### config.mk
export PLATFORM = sky130hd
export DESIGN_NAME = multicycle_ctrl
export DESIGN_NICKNAME = d
export VERILOG_FILES = /design/src/rtl/multicycle_ctrl.sv
export SDC_FILE = /design/constraint.sdc
export NUM_CORES = 1
export LEC_CHECK = 0
export ABC_AREA = 1
export BUFFER_PORTS_ARGS = -buffer_cell sky130_fd_sc_hd__buf_2
export CAP_MARGIN = 20
export CORE_ASPECT_RATIO = 0.9
export CORE_MARGIN = 2
export CORE_UTILIZATION = 50
export DETAILED_ROUTE_END_ITERATION = 10
export GPL_TIMING_DRIVEN = 1
export PLACE_DENSITY = 0.85
export SLEW_MARGIN = 20
export SYNTH_ARGS = -nofsm -noshare
export SYNTH_HDL_FRONTEND = slang
export SYNTH_SLANG_ARGS = --single-unit
### constraint.sdc
create_clock -name clk -period 1.3 [get_ports clk]
set_input_delay 0.065 -clock clk [delete_from_list [all_inputs] [get_ports clk]]
set_output_delay 0.065 -clock clk [all_outputs]
set_load 0.1 [all_outputs]
### src/rtl/multicycle_ctrl.sv
// Multi-cycle RV32I control sequencer: FETCH/DECODE/EXECUTE/MEM/WB with a retired-instruction counter.
// Define MC_ILLEGAL_TRAP_EN to send illegal opcodes to a halting TRAP state instead of retiring them as NOPs.
module multicycle_ctrl #(
    parameter int unsigned CNT_W = 32
) (
    input  logic             clk,
    input  logic             rst,
    input  logic [6:0]       opcode,
    input  logic             branch_taken,
    input  logic             mem_ready,
    output logic             mem_req,
    output logic             mem_we,
    output logic             ir_we,
    output logic             pc_we,
    output logic             pc_sel,
    output logic             r_type,
    output logic             i_type,
    output logic             alu_add,
    output logic             reg_we,
    output logic             wb_sel,
    output logic             busy,
    output logic             halt,
    output logic [CNT_W-1:0] instr_count
);

    typedef enum logic [2:0] {
        S_FETCH, S_DECODE, S_EXECUTE, S_MEM, S_WB, S_TRAP
    } state_t;

    typedef enum logic [2:0] {
        C_R, C_I, C_LOAD, C_STORE, C_BRANCH, C_ILLEGAL
    } cls_t;

    state_t           state_q, state_d;
    cls_t             cls_q, dec_cls;
    logic [CNT_W-1:0] count_q;
    logic             retire;

    function automatic cls_t decode(input logic [6:0] op);
        case (op)
            7'b0110011: return C_R;
            7'b0010011: return C_I;
            7'b0000011: return C_LOAD;
            7'b0100011: return C_STORE;
            7'b1100011: return C_BRANCH;
            default:    return C_ILLEGAL;
        endcase
    endfunction

    assign dec_cls = decode(opcode);

    // State, class and counter registers.
    always_ff @(posedge clk) begin
        if (rst) begin
            state_q <= S_FETCH;
            cls_q   <= C_ILLEGAL;
            count_q <= '0;
        end else begin
            state_q <= state_d;
            if (state_q == S_DECODE) cls_q <= dec_cls;
            if (retire) count_q <= count_q + CNT_W'(1);
        end
    end

    // Next state and decoded control outputs; reset forces every output low.
    always_comb begin
        state_d = state_q;
        retire  = 1'b0;
        mem_req = 1'b0;
        mem_we  = 1'b0;
        ir_we   = 1'b0;
        pc_we   = 1'b0;
        pc_sel  = 1'b0;
        r_type  = 1'b0;
        i_type  = 1'b0;
        alu_add = 1'b0;
        reg_we  = 1'b0;
        wb_sel  = 1'b0;
        halt    = 1'b0;
        busy    = (state_q != S_FETCH);
        case (state_q)
            S_FETCH: begin
                mem_req = 1'b1;
                if (mem_ready) begin
                    ir_we   = 1'b1;
                    pc_we   = 1'b1;
                    state_d = S_DECODE;
                end
            end
            S_DECODE: begin
                if (dec_cls == C_ILLEGAL) begin
`ifdef MC_ILLEGAL_TRAP_EN
                    state_d = S_TRAP;
`else
                    state_d = S_FETCH;
                    retire  = 1'b1;
`endif
                end else begin
                    state_d = S_EXECUTE;
                end
            end
            S_EXECUTE: begin
                case (cls_q)
                    C_R: begin
                        r_type  = 1'b1;
                        state_d = S_WB;
                    end
                    C_I: begin
                        i_type  = 1'b1;
                        state_d = S_WB;
                    end
                    C_LOAD, C_STORE: begin
                        alu_add = 1'b1;
                        state_d = S_MEM;
                    end
                    C_BRANCH: begin
                        pc_we   = branch_taken;
                        pc_sel  = 1'b1;
                        retire  = 1'b1;
                        state_d = S_FETCH;
                    end
                    default: state_d = S_FETCH;
                endcase
            end
            S_MEM: begin
                mem_req = 1'b1;
                mem_we  = (cls_q == C_STORE);
                if (mem_ready) begin
                    if (cls_q == C_STORE) begin
                        retire  = 1'b1;
                        state_d = S_FETCH;
                    end else begin
                        state_d = S_WB;
                    end
                end
            end
            S_WB: begin
                reg_we  = 1'b1;
                wb_sel  = (cls_q == C_LOAD);
                retire  = 1'b1;
                state_d = S_FETCH;
            end
`ifdef MC_ILLEGAL_TRAP_EN
            S_TRAP: halt = 1'b1;
`endif
            default: state_d = S_FETCH;
        endcase
        if (rst) begin
            retire  = 1'b0;
            mem_req = 1'b0;
            mem_we  = 1'b0;
            ir_we   = 1'b0;
            pc_we   = 1'b0;
            pc_sel  = 1'b0;
            r_type  = 1'b0;
            i_type  = 1'b0;
            alu_add = 1'b0;
            reg_we  = 1'b0;
            wb_sel  = 1'b0;
            halt    = 1'b0;
            busy    = 1'b0;
        end
    end

    assign instr_count = rst ? '0 : count_q;

endmodule

==> metrics, run 1 <==
status=aborted with a tool error; Failed at=clock tree synthesis (4_1_cts); Err=[ERROR DPL-0038] Utilization greater than 100%, impossible to legalize; pre-CTS setup slack=-0.2049 ns; Placement Cell Area=about 4300 sq um; hold_buf cts=0; Area contributors post-synth=dfxtp_1, nand2_1, nor2_1; number of synthesized register bits=38; CTS Sinks=38; Die Ht=72.61 microns; post-synthesis sequential area ratio=29.09%; syn nets=464; H-tree depth=2; fraction of registers with async set/reset=0%; Synth Cell Area=2615 sq um; dominant synthesized flop cell=dfxtp_1; Rows=24; root buffer cell=clkbuf_8; Max Root-Sink Buffers=2; Mean Syn Cell Area=5.785 sq um; PostCTS Resize Cnt=between 90 and 100; Post-Synthesis Cells=between 400 and 500; Port-buffer cells=53; GPL Wtd Cong=0.9338; Post-CTS Repair Setup Buffers=23; Starting Density=52.78%; Ys Warns=0; Synth top cells by count=nand2_1, nor2_1, inv_1; die width=80.23 microns; post-DP HPWL=7.494 mm; count of cell types in the netlist=32; area share of the largest cell type after synthesis=29.09%; I/O pin cnt=55; EDFF count, synth=0; CTS buffer count=5; cell taking the most area after synthesis=dfxtp_1; count leader, synth=nand2_1
-- cell families after synthesis --
| group | share of synthesized area [%] |
|---|---|
| simple gates | 51.00 |
| buf+inv | 11.44 |
| flops | 29.09 |
| compound gates | 7.177 |
| xor+xnor | 0.6700 |
| fa+ha+maj | 0.4784 |
| other cells | 0.1434 |
-- per-stage QoR --
| step | std cells | util, % |
|---|---|---|
| floorplan | 452 | - |
| global placement | 602 | 86.69 |
| detailed placement | 602 | 86.69 |
==> run 2, diff against run 1 <==
CORE_ASPECT_RATIO = default   (was 0.9)
CORE_UTILIZATION = 40   (was 50)
PLACE_DENSITY = default   (was 0.85)
PLACE_DENSITY_LB_ADDON = 0.15   (was default)
clock period = 1.7 ns   (was 1.3 ns; I/O delays follow)
==> run 2 against run 1 <==
Compared with the run above:
- the flow now finishes without violations
- area after synthesis unchanged
- synthesized cell count unchanged
==> metrics, run 2 <==
status=finished clean; CP Data Required Time=between 1.5 and 2 ns; all-layer global routing usage=roughly 19%; fraction of registers with async set/reset=0% (unchanged); Power Total=approximately 1.8 mW; Placement Cell Area=3243 sq um (-24%); Worst-path clk slew=0.07 ns; WP data arrival=about 1.5 ns; Internal=1.270 mW; Area contributors post-synth=dfxtp_1, nand2_1, nor2_1; count of cell types in the netlist=32 (unchanged); vias per std cell=4.807; I/O pin cnt=55 (unchanged); Power Dens Cells=roughly 540 nW/um^2; die width=84.86 microns (+5.8%); pre-CTS setup slack=0.1121 ns (+0.3170 ns); Clk Latency, worst-skew pair=between 0.2 and 0.3 ns; Comb pwr share=16.5%; mean routed wirelength per cell=11.16 microns; CTS Sinks=38 (unchanged); final setup margin=0.1092 ns; min Tclk post-route=1.591 ns; post-DP HPWL=5.169 mm (-31%); Clock Power Share=33.1%; dominant synthesized flop cell=dfxtp_1; largest net degree at the start of global routing=25; EDFF count, synth=0 (unchanged); layout cells sized above 1=a little over a quarter; Post-CTS Repair Setup Buffers=0 (-100%); post-synthesis sequential area ratio=29.09% (unchanged); critical-path cell list=inv_2 -> nand2_1 -> nor2_1 -> nand3_1 -> nor3_4 -> buf_12; GPL Wtd Cong=0.8370 (-10%); most common cell after layout, fill and taps aside=nand2_1; core area=approximately 6300 sq um; Max Root-Sink Buffers=2 (unchanged); final routed DRC violation total=0; Final period util=between 90 and 100%; Die Ht=84.86 microns (+17%); nets=520; first drt pass iteration count=4; TritonCTS clock tree=built; syn nets=464 (unchanged); cell taking the most area after synthesis=dfxtp_1; H-tree depth=2 (unchanged); CTS buffer count=5 (unchanged); Final setup viols=0; DRT iter0 DRCs=122; Pleak=1.334 nW; dpl cells=578 (-4.0%); vias in the first global route=between 2000 and 2500; R2R Setup Slk=around 0.14 ns; FILL cells=657; total number of vias=between 2000 and 3000; hold_buf cts=0 (unchanged); sw frac=around 30%; Biggest register=count_q; final std cells w/o fill=585; Finished Core Util=52.71%; n_diodes=0; NetSw=0.5436 mW; Port-buffer cells=53 (unchanged); area share of the largest cell type after synthesis=29.09% (unchanged); Starting Density=41.18% (-12 points); CP Launch Type=flop; RSZ-0062 raised after global routing=true; DRT Wirelength=6.528 mm; most frequent cells in the layout=nand2_1, nor2_1, inv_1; Synth Cell Area=2615 sq um (unchanged); Final Cell Area=roughly 3300 sq um; slowest cell on the critical path=dfxtp_2; number of synthesized register bits=38 (unchanged); Fmax=628.6 MHz; Crit Path Max Fanout=3; critical path endpoint category=output port; max-capacitance violation count=0; die area=7200 sq um; count leader, synth=nand2_1; Reg power frac=50.4%; Setup Skew=~0.0036 ns; Pins Over Slew Limit=0; max incr delay on CP=0.34 ns; root buffer cell=clkbuf_8; grt ovf=0; max reg flops=32; Post-Synthesis Cells=452 (unchanged); Ys Warns=0 (unchanged); Synth top cells by count=nand2_1, nor2_1, inv_1; Setup CP Type=flop to output port; Rows=29 (+21%); Mean Syn Cell Area=5.785 sq um (unchanged); hold violation total from the final report=0; Largest regs=count_q (32), cls_q (3), state_q (3); HP Class=input pin to flop; Worst VDD drop=0.0003205 V; initial antenna violation count=0; antenna-violating nets left=0; first-pass GRT wire length=11.30 mm; area grow syn2layout=27.99%
[run 2: cell counts after synthesis]
Identical to the previous run, type by type.
[run 2: layout make-up]
class                   instances  area [sq um]  area share (%)
clock buffers                   7         76.32           2.280
flip-flops and latches         38         765.7           22.88
multi-input cells             341          1713           51.18
inverters                      60         225.2           6.729
well taps                      77         96.34           2.879
repair buffers                 62         470.5           14.06
[run 2: stage by stage]
| stage | TNS, ns | hold WS [ns] |
|---|---|---|
| finish | 0 | 0.1197 |
| global route | -0.03481 | 0.1357 |
| CTS | 0 | 0.1065 |
| detailed placement | 0 | 0.4205 |
| global placement | 0 | 0.4180 |
| floorplan | -2.807 | 0.2775 |
[run 2: cell families (layout without fill, tap and decap cells)]
| family | after synthesis | after routing | synth area share, % |
|---|---|---|---|
| flip-flops | 38 | 38 | 29.09 |
| buffers and inverters | 73 | 129 | 11.44 |
| AND/OR/NAND/NOR | 302 | 302 | 51.00 |
| XOR/XNOR | 2 | 2 | 0.6700 |
| adder cells (fa/ha/maj) | 1 | 1 | 0.4784 |
| other | 1 | 1 | 0.1434 |
| AO/OA/AOI/OAI | 35 | 35 | 7.177 |
[run 2: worst paths after layout]
path         cells after the start                     from                  endpoint
max                              6  state_q[0]$_SDFFE_PP0P_                    i_type
min                              3                opcode[5]     cls_q[0]$_SDFFE_PP1N_
max reg2reg                     10  count_q[0]$_SDFFE_PP0P_  count_q[18]$_SDFFE_PP0P_
min reg2reg                      1  count_q[0]$_SDFFE_PP0P_   count_q[0]$_SDFFE_PP0P_
[run 2: layer usage]
layer / track usage [%] / vias up / share of wire [%]
met2: 31.85 / 52 / 47
met4: 5.195 / 0 / 0.66
met1: 25.81 / 1245 / 48
li1: - / 1513 / -
met5: 0 / - / 0
met3: 3.405 / 2 / 3.7
[run 2: power groups by stage]
stage                     clock network (mW)  registers [mW]  logic (mW)
after floorplan                            0           0.930       0.227
after global placement                     0           0.932       0.298
after detailed placement                   0           0.933       0.301
after CTS                              0.627           0.911       0.301
after global routing                   0.653           0.914       0.326
final                                  0.601           0.913       0.300
[run 2: what timing repair did]
action	in CTS	in global routing
endpoints found under the setup margin	0	10
endpoints found under the hold margin	0	0
gates resized for setup	0	11
[run 2: critical path, delay by kind of cell (launching register included)]
family,cells,cell delay [ns]
AND/OR/NAND/NOR,4,0.62
flip-flops,1,0.34
buffers and inverters,2,0.26
Note: power is estimated with default switching activity, not from simulation.
